--- src/rtl/ps2_host_tx_if.sv ---
// Command/status and PS/2 pin bundle for the PS/2 host transmitter.
// slave is the transmitter side, master the requester/pin side.
interface ps2_host_tx_if;
    logic [7:0] tx_data;
    logic       tx_valid;
    logic       tx_ready;
    logic       tx_done;
    logic       tx_error;
    logic [1:0] err_code;
    logic       busy;
    logic       ps2_clk_in;
    logic       ps2_dat_in;
    logic       ps2_clk_oe;
    logic       ps2_dat_oe;

    modport slave (
        input  tx_data, tx_valid, ps2_clk_in, ps2_dat_in,
        output tx_ready, tx_done, tx_error, err_code, busy,
        output ps2_clk_oe, ps2_dat_oe
    );

    modport master (
        output tx_data, tx_valid, ps2_clk_in, ps2_dat_in,
        input  tx_ready, tx_done, tx_error, err_code, busy,
        input  ps2_clk_oe, ps2_dat_oe
    );
endinterface

--- src/rtl/ps2_host_tx.sv ---
// PS/2 host-to-device command transmitter with open-drain pull-low enables.
// Optional PS2_HOST_TX_RETRY_EN: one internal retry before reporting an error.
module ps2_host_tx #(
    parameter int INHIBIT_CYCLES = 5000,
    parameter int START_TIMEOUT  = 750000,
    parameter int PACKET_TIMEOUT = 100000
) (
    input  logic         clk,
    input  logic         reset,
    ps2_host_tx_if.slave bus
);
    localparam int IW  = $clog2(INHIBIT_CYCLES);
    localparam int SW  = $clog2(START_TIMEOUT);
    localparam int PW  = $clog2(PACKET_TIMEOUT);
    localparam int CW0 = (IW > SW) ? IW : SW;
    localparam int CW  = (CW0 > PW) ? CW0 : PW;

    localparam logic [CW-1:0] INH_PRE  = CW'(INHIBIT_CYCLES - 2);
    localparam logic [CW-1:0] INH_LAST = CW'(INHIBIT_CYCLES - 1);
    localparam logic [CW-1:0] ST_TC    = CW'(START_TIMEOUT - 1);
    localparam logic [CW-1:0] PK_TC    = CW'(PACKET_TIMEOUT - 1);
    localparam logic [CW-1:0] CNT_MAX  = {CW{1'b1}};

    typedef enum logic [2:0] {
        IDLE, INHIBIT, REQ, SHIFT, ACK, WAIT_IDLE, DONE, ERR
    } state_e;

    state_e        state_q;
    logic [CW-1:0] cnt_q;
    logic [CW-1:0] cnt_d;
    logic [3:0]    bit_q;
    logic [7:0]    data_q;
    logic          par_q;
    logic          clk_oe_q;
    logic          dat_oe_q;
    logic          ready_q;
    logic          busy_q;
    logic          done_q;
    logic          error_q;
    logic [1:0]    code_q;
    logic [2:0]    clk_sync_q;
    logic [1:0]    dat_sync_q;
    logic [1:0]    fail_code;
    logic [9:0]    frame;
    logic          clk_s;
    logic          dat_s;
    logic          clk_fall;
`ifdef PS2_HOST_TX_RETRY_EN
    logic          retry_q;
`endif

    always_ff @(posedge clk) begin
        if (reset) begin
            clk_sync_q <= 3'b111;
            dat_sync_q <= 2'b11;
        end else begin
            clk_sync_q <= {clk_sync_q[1:0], bus.ps2_clk_in};
            dat_sync_q <= {dat_sync_q[0], bus.ps2_dat_in};
        end
    end

    assign clk_s    = clk_sync_q[1];
    assign dat_s    = dat_sync_q[1];
    assign clk_fall = clk_sync_q[2] & ~clk_sync_q[1];
    assign frame    = {1'b1, par_q, data_q};
    assign cnt_d    = (cnt_q == CNT_MAX) ? cnt_q : cnt_q + 1'b1;

    // Timeouts are checked ahead of edge handling so they win a tie.
    always_comb begin
        fail_code = 2'b00;
        if (state_q == REQ && cnt_q == ST_TC)
            fail_code = 2'b01;
        else if ((state_q == SHIFT || state_q == ACK ||
                  state_q == WAIT_IDLE) && cnt_q == PK_TC)
            fail_code = 2'b10;
        else if (state_q == ACK && clk_fall && dat_s)
            fail_code = 2'b11;
    end

    always_ff @(posedge clk) begin
        if (reset) begin
            state_q  <= IDLE;
            cnt_q    <= '0;
            bit_q    <= '0;
            data_q   <= '0;
            par_q    <= 1'b0;
            clk_oe_q <= 1'b0;
            dat_oe_q <= 1'b0;
            ready_q  <= 1'b1;
            busy_q   <= 1'b0;
            done_q   <= 1'b0;
            error_q  <= 1'b0;
            code_q   <= 2'b00;
`ifdef PS2_HOST_TX_RETRY_EN
            retry_q  <= 1'b0;
`endif
        end else begin
            done_q  <= 1'b0;
            error_q <= 1'b0;
            if (fail_code != 2'b00) begin
`ifdef PS2_HOST_TX_RETRY_EN
                if (!retry_q) begin
                    retry_q  <= 1'b1;
                    state_q  <= INHIBIT;
                    cnt_q    <= '0;
                    clk_oe_q <= 1'b1;
                    dat_oe_q <= 1'b0;
                end else
`endif
                begin
                    state_q  <= ERR;
                    error_q  <= 1'b1;
                    code_q   <= fail_code;
                    clk_oe_q <= 1'b0;
                    dat_oe_q <= 1'b0;
                end
            end else begin
                unique case (state_q)
                    IDLE: begin
                        if (bus.tx_valid) begin
                            data_q   <= bus.tx_data;
                            par_q    <= ~^bus.tx_data;
                            code_q   <= 2'b00;
                            ready_q  <= 1'b0;
                            busy_q   <= 1'b1;
                            cnt_q    <= '0;
                            clk_oe_q <= 1'b1;
                            state_q  <= INHIBIT;
`ifdef PS2_HOST_TX_RETRY_EN
                            retry_q  <= 1'b0;
`endif
                        end
                    end
                    INHIBIT: begin
                        cnt_q <= cnt_d;
                        if (cnt_q == INH_PRE)
                            dat_oe_q <= 1'b1;
                        if (cnt_q == INH_LAST) begin
                            clk_oe_q <= 1'b0;
                            dat_oe_q <= 1'b1;
                            cnt_q    <= '0;
                            state_q  <= REQ;
                        end
                    end
                    REQ: begin
                        cnt_q <= cnt_d;
                        if (clk_fall) begin
                            dat_oe_q <= ~data_q[0];
                            bit_q    <= 4'd1;
                            cnt_q    <= '0;
                            state_q  <= SHIFT;
                        end
                    end
                    SHIFT: begin
                        cnt_q <= cnt_d;
                        if (clk_fall) begin
                            dat_oe_q <= ~frame[bit_q];
                            bit_q    <= bit_q + 4'd1;
                            if (bit_q == 4'd9)
                                state_q <= ACK;
                        end
                    end
                    ACK: begin
                        cnt_q <= cnt_d;
                        if (clk_fall)
                            state_q <= WAIT_IDLE;
                    end
                    WAIT_IDLE: begin
                        cnt_q <= cnt_d;
                        if (clk_s && dat_s) begin
                            done_q  <= 1'b1;
                            state_q <= DONE;
                        end
                    end
                    DONE, ERR: begin
                        ready_q <= 1'b1;
                        busy_q  <= 1'b0;
                        state_q <= IDLE;
                    end
                    default: state_q <= IDLE;
                endcase
            end
        end
    end

    assign bus.tx_ready   = ready_q;
    assign bus.tx_done    = done_q;
    assign bus.tx_error   = error_q;
    assign bus.err_code   = code_q;
    assign bus.busy       = busy_q;
    assign bus.ps2_clk_oe = clk_oe_q;
    assign bus.ps2_dat_oe = dat_oe_q;
endmodule

--- src/flat_wrapper.sv ---
// flat-port wrapper written by rule: the top's interface ports become plain ports
module ps2_host_tx_flat 
#(
    parameter int INHIBIT_CYCLES = 5000,
    parameter int START_TIMEOUT  = 750000,
    parameter int PACKET_TIMEOUT = 100000
)
  (clk, reset, bus_tx_data, bus_tx_valid, bus_ps2_clk_in, bus_ps2_dat_in, bus_tx_ready, bus_tx_done, bus_tx_error, bus_err_code, bus_busy, bus_ps2_clk_oe, bus_ps2_dat_oe);
  ps2_host_tx_if bus_i ();
  input  logic clk;
  input  logic reset;
  input wire logic [$bits(bus_i.tx_data)-1:0] bus_tx_data;
  input wire logic [$bits(bus_i.tx_valid)-1:0] bus_tx_valid;
  input wire logic [$bits(bus_i.ps2_clk_in)-1:0] bus_ps2_clk_in;
  input wire logic [$bits(bus_i.ps2_dat_in)-1:0] bus_ps2_dat_in;
  output wire logic [$bits(bus_i.tx_ready)-1:0] bus_tx_ready;
  output wire logic [$bits(bus_i.tx_done)-1:0] bus_tx_done;
  output wire logic [$bits(bus_i.tx_error)-1:0] bus_tx_error;
  output wire logic [$bits(bus_i.err_code)-1:0] bus_err_code;
  output wire logic [$bits(bus_i.busy)-1:0] bus_busy;
  output wire logic [$bits(bus_i.ps2_clk_oe)-1:0] bus_ps2_clk_oe;
  output wire logic [$bits(bus_i.ps2_dat_oe)-1:0] bus_ps2_dat_oe;
  assign bus_i.tx_data = bus_tx_data;
  assign bus_i.tx_valid = bus_tx_valid;
  assign bus_i.ps2_clk_in = bus_ps2_clk_in;
  assign bus_i.ps2_dat_in = bus_ps2_dat_in;
  assign bus_tx_ready = bus_i.tx_ready;
  assign bus_tx_done = bus_i.tx_done;
  assign bus_tx_error = bus_i.tx_error;
  assign bus_err_code = bus_i.err_code;
  assign bus_busy = bus_i.busy;
  assign bus_ps2_clk_oe = bus_i.ps2_clk_oe;
  assign bus_ps2_dat_oe = bus_i.ps2_dat_oe;
  ps2_host_tx #(.INHIBIT_CYCLES(INHIBIT_CYCLES), .START_TIMEOUT(START_TIMEOUT), .PACKET_TIMEOUT(PACKET_TIMEOUT)) u_core (.clk(clk), .reset(reset), .bus(bus_i));
endmodule
--- config.mk ---
export PLATFORM = sky130hd
export DESIGN_NAME = ps2_host_tx_flat
export DESIGN_NICKNAME = d
export VERILOG_FILES = /design/src/rtl/ps2_host_tx_if.sv /design/src/rtl/ps2_host_tx.sv /design/src/flat_wrapper.sv
export SDC_FILE = /design/constraint.sdc
export NUM_CORES = 1
export LEC_CHECK = 0
export CAP_MARGIN = 10
export CORE_AREA = 2 2 103 55
export DETAILED_ROUTE_END_ITERATION = 6
export DIE_AREA = 0 0 105 57
export GPL_TIMING_DRIVEN = 0
export PLACE_DENSITY_LB_ADDON = 0.3
export SLEW_MARGIN = 20
export SYNTH_ARGS = -nofsm -noshare
export SYNTH_HDL_FRONTEND = slang
export SYNTH_SLANG_ARGS = --single-unit
--- constraint.sdc ---
create_clock -name clk -period 2.4 [get_ports clk]
set_clock_uncertainty 0.15 [all_clocks]
set_input_delay 0.24 -clock clk [delete_from_list [all_inputs] [get_ports clk]]
set_output_delay 0.24 -clock clk [all_outputs]
set_load 0.1 [all_outputs]
==> out/summary.json <==
{
  "layout": {
    "diodes": 0,
    "areaGrowthSynthToFinish_pct": 19.0,
    "commonest_cells_after_routing_fill_and_taps_aside": "sky130_fd_sc_hd__nand2_1 (49), sky130_fd_sc_hd__dfxtp_1 (45), sky130_fd_sc_hd__a21oi_1 (29), sky130_fd_sc_hd__clkdlybuf4s50_1 (20), sky130_fd_sc_hd__nor2_1 (18)",
    "stdcell_area_um2": 3290,
    "final_layout_size_suffix_gt1_share_pct": 17.7,
    "fillCellCount": 465,
    "most_common_cell_after_layout_fill_and_taps_aside": "sky130_fd_sc_hd__nand2_1",
    "final_net_count": 384,
    "register_area_um2": 986,
    "instances_no_fill": 441,
    "multi_input_area_um2": 1670
  },
  "synthesis": {
    "synth_ff_type": "sky130_fd_sc_hd__dfxtp_1",
    "synth-seq-area-share_pct": 35.5,
    "post_synth_instance_area_um2": 2760,
    "synth.distinct_cells": 55,
    "number_of_flops_mapped_to_enable_cells_by_yosys": 0,
    "mappedNetlistNets": 350,
    "yosysWarningCount": 0,
    "average_cell_area_after_synthesis_um2": 8.29,
    "synth.top_cell.area_share_pct": 35.5,
    "ys_ff_latch": 49,
    "post_synth_main_area_contributors": "sky130_fd_sc_hd__dfxtp_1 (36%), sky130_fd_sc_hd__nand2_1 (6.7%), sky130_fd_sc_hd__a21oi_1 (5.3%)",
    "post-synth-top-area-cell": "sky130_fd_sc_hd__dfxtp_1",
    "netlist_instances": 333,
    "asyncSetResetFlopFracSynth_pct": 0
  },
  "route": {
    "detail_route.wl_per_cell_um": 17.2,
    "first_pass_iters": 6,
    "routed_wirelength_mm": 7.57,
    "drt_first_iter_violations": 315,
    "route.detailed.vias_per_inst": 6.21,
    "drtAntennaViolNets": 0,
    "route.vias.total": 2738,
    "drc": 0
  },
  "sta": {
    "finalSetupViolCount": 0,
    "worst_hold_slack_ns": 0.272,
    "rsz0062_at_grt": "no",
    "finalWorstPathRequiredPeriod_ns": 2.31,
    "max_slew.worst_pin.slew_ns": 0.976,
    "share_of_the_clock_period_used_by_the_worst_path_after_layout_pct": 96.2,
    "fmaxAchievable_mhz": 433,
    "hold_viol": 0,
    "max_transition_margin_pct": 34.8,
    "maxSlewViolCount": 0
  },
  "clock_network": {
    "cts_max_level": 2,
    "worstSkewPairLatency_ns": 0.32,
    "cts.clk_slew.worst_paths_ns": 0.10,
    "cts.sinks": 49,
    "cts-root-to-sink-buffers": 2,
    "cell_chosen_for_the_clock_root": "sky130_fd_sc_hd__clkbuf_8",
    "tritoncts": "built",
    "cts_inserted_buffers": 5,
    "postCtsHoldBufs": 0
  },
  "die": {
    "floorplan.rows": 19,
    "floorplan.initialDensity_pct": 53.3,
    "die_h_um": 57,
    "dieWidth_um": 105,
    "ioPinCount": 21,
    "core_um2": 5180,
    "fp.dieArea_um2": 5990
  },
  "outcome": {
    "outcome": "complete, no violations"
  },
  "global_route": {
    "pin_count_of_the_biggest_net_entering_global_routing": 17,
    "grt_pass1_vias": 2362,
    "antenna_violations_before_repair": 0,
    "grt_overflow_total": 0,
    "first_pass_grt_wire_length_mm": 12.4,
    "grt_usage_pct": 26.3
  },
  "placed_design": {
    "buffer_ports.inserted": 20,
    "postPlaceCellArea_um2": 3050,
    "gp_congestion": 0.927,
    "post-dp-hpwl_mm": 5.57,
    "dpl.cell_count": 426
  },
  "worst_hold_path": {
    "hold_path_class": "flop to flop"
  },
  "worst_setup_path": {
    "cp.arrival_ns": 2.37,
    "cp-start-kind": "flop",
    "critPathSlowestCell": "sky130_fd_sc_hd__o32a_1",
    "worstPathMaxFanout": 10,
    "kind_of_critical_path": "flop to flop",
    "critical_path_buffers_and_inverters": 2,
    "endpoint_kind": "flop",
    "path_delay_family": "compound AO/OA/AOI/OAI gates",
    "crit_required_ns": 2.46,
    "critical_path.max_stage_delay_ns": 0.44,
    "cp_cell_sequence": "buf_6 -> nor4_2 -> nand4_1 -> o32a_1 -> o21bai_4 -> buf_8 -> a21oi_2"
  },
  "power_and_ir_drop": {
    "pwr_density_cell_nw_per_um2": 556,
    "p_leak_nw": 1.09,
    "power.total_w": 0.00183,
    "maximum_vdd_drop_v": 0.000401
  },
  "flow_run": {
    "cap_violations": 0
  }
}
-- sequential cells by signal (all words and copies together) (netlist names), 2 cells and up --
| signal | flops |
|---|---|
| u_core.bus.err_code | 2 |
| u_core.cnt_q | 20 |
| u_core.data_q | 8 |
| u_core.clk_sync_q | 3 |
| u_core.bit_q | 4 |
| u_core.dat_sync_q | 2 |
| u_core.state_q | 3 |
-- cell usage after synthesis, drive strengths merged, types with 5 or more instances --
library cell  count
and3              7
dfxtp            49
nor3              8
nor2             19
nand3            14
xnor2             7
nand2            49
inv               5
o31ai            12
buf              13
or4              16
o21ai            16
clkbuf            7
nand4            12
or2               6
nor4              9
a21oi            40
-- final cells by class --
type | count | area share, %
Clock inverter | 3 | 2.09
Multi-Input combinational cell | 259 | 50.9
Clock buffer | 5 | 2.09
Buffer | 20 | 3.88
Sequential cell | 49 | 30.0
Timing Repair Buffer | 27 | 7.69
Tap cell | 73 | 2.78
Inverter | 5 | 0.571
-- routing by layer --
layer  routed length [µm]  global-route usage [%]  share of wire [%]  vias to the layer above
met3                  909                    6.74                 12                       14
met2                 2760                    32.8                 37                      149
met1                 3820                    43.8                 50                     1272
met4                   74                    5.52               0.98                        0
met5                    0                       0                  0                        -
li1                     -                       -                  -                     1303
-- worst paths after layout --
| path | cells past startpoint | from | slack [ns] | end |
|---|---|---|---|---|
| worst max-delay path | 7 | u_core.cnt_q[4]$_SDFFE_PP0P_ | 0.09 | u_core.cnt_q[10]$_SDFFE_PP0P_ |
| worst min-delay path | 1 | u_core.dat_sync_q[0]$_SDFF_PP1_ | 0.27 | u_core.dat_sync_q[1]$_SDFF_PP1_ |
| worst max register to register | 7 | u_core.cnt_q[4]$_SDFFE_PP0P_ | 0.09 | u_core.cnt_q[10]$_SDFFE_PP0P_ |
| worst min register to register | 1 | u_core.dat_sync_q[0]$_SDFF_PP1_ | 0.27 | u_core.dat_sync_q[1]$_SDFF_PP1_ |
-- logic make-up after synthesis --
logic type	count (synthesis)	synth area share (%)
multiplexers	3	1.59
AO/OA/AOI/OAI	84	20.1
XOR/XNOR	7	2.22
AND/OR/NAND/NOR	161	33.5
buffers and inverters	25	5.30
adder cells (fa/ha/maj)	4	1.81
flip-flops	49	35.5
-- timing repair --
action,CTS,global route
resized for setup,3,7
pin swaps,1,3
buffers inserted,2,5
setup endpoints to repair,15,22
gates cloned,0,0
-- report_power, final --
part | leakage, nW | internal, W | switching, W
combinational | 0.619 | 0.0000906 | 0.000145
clock | 0.0687 | 0.000420 | 0.000319
sequential | 0.400 | 0.000837 | 0.0000168
total | 1.09 | 0.00135 | 0.000481
-- stage by stage --
| stage | setup slack [ns] | TNS [ns] | util [%] |
|---|---|---|---|
| 3_5_place_dp | -0.0556 | -0.378 | 58.9 |
| 4_1_cts | 0.00673 | 0 | 62.2 |
| 6_report | 0.0913 | 0 | 63.4 |
| 3_3_place_gp | -0.0273 | -0.197 | 58.9 |
| 5_1_grt | 0.00298 | 0 | 63.4 |
| 2_1_floorplan | 0.200 | 0 | - |
No activity file was read; power rests on OpenSTA's default activity.
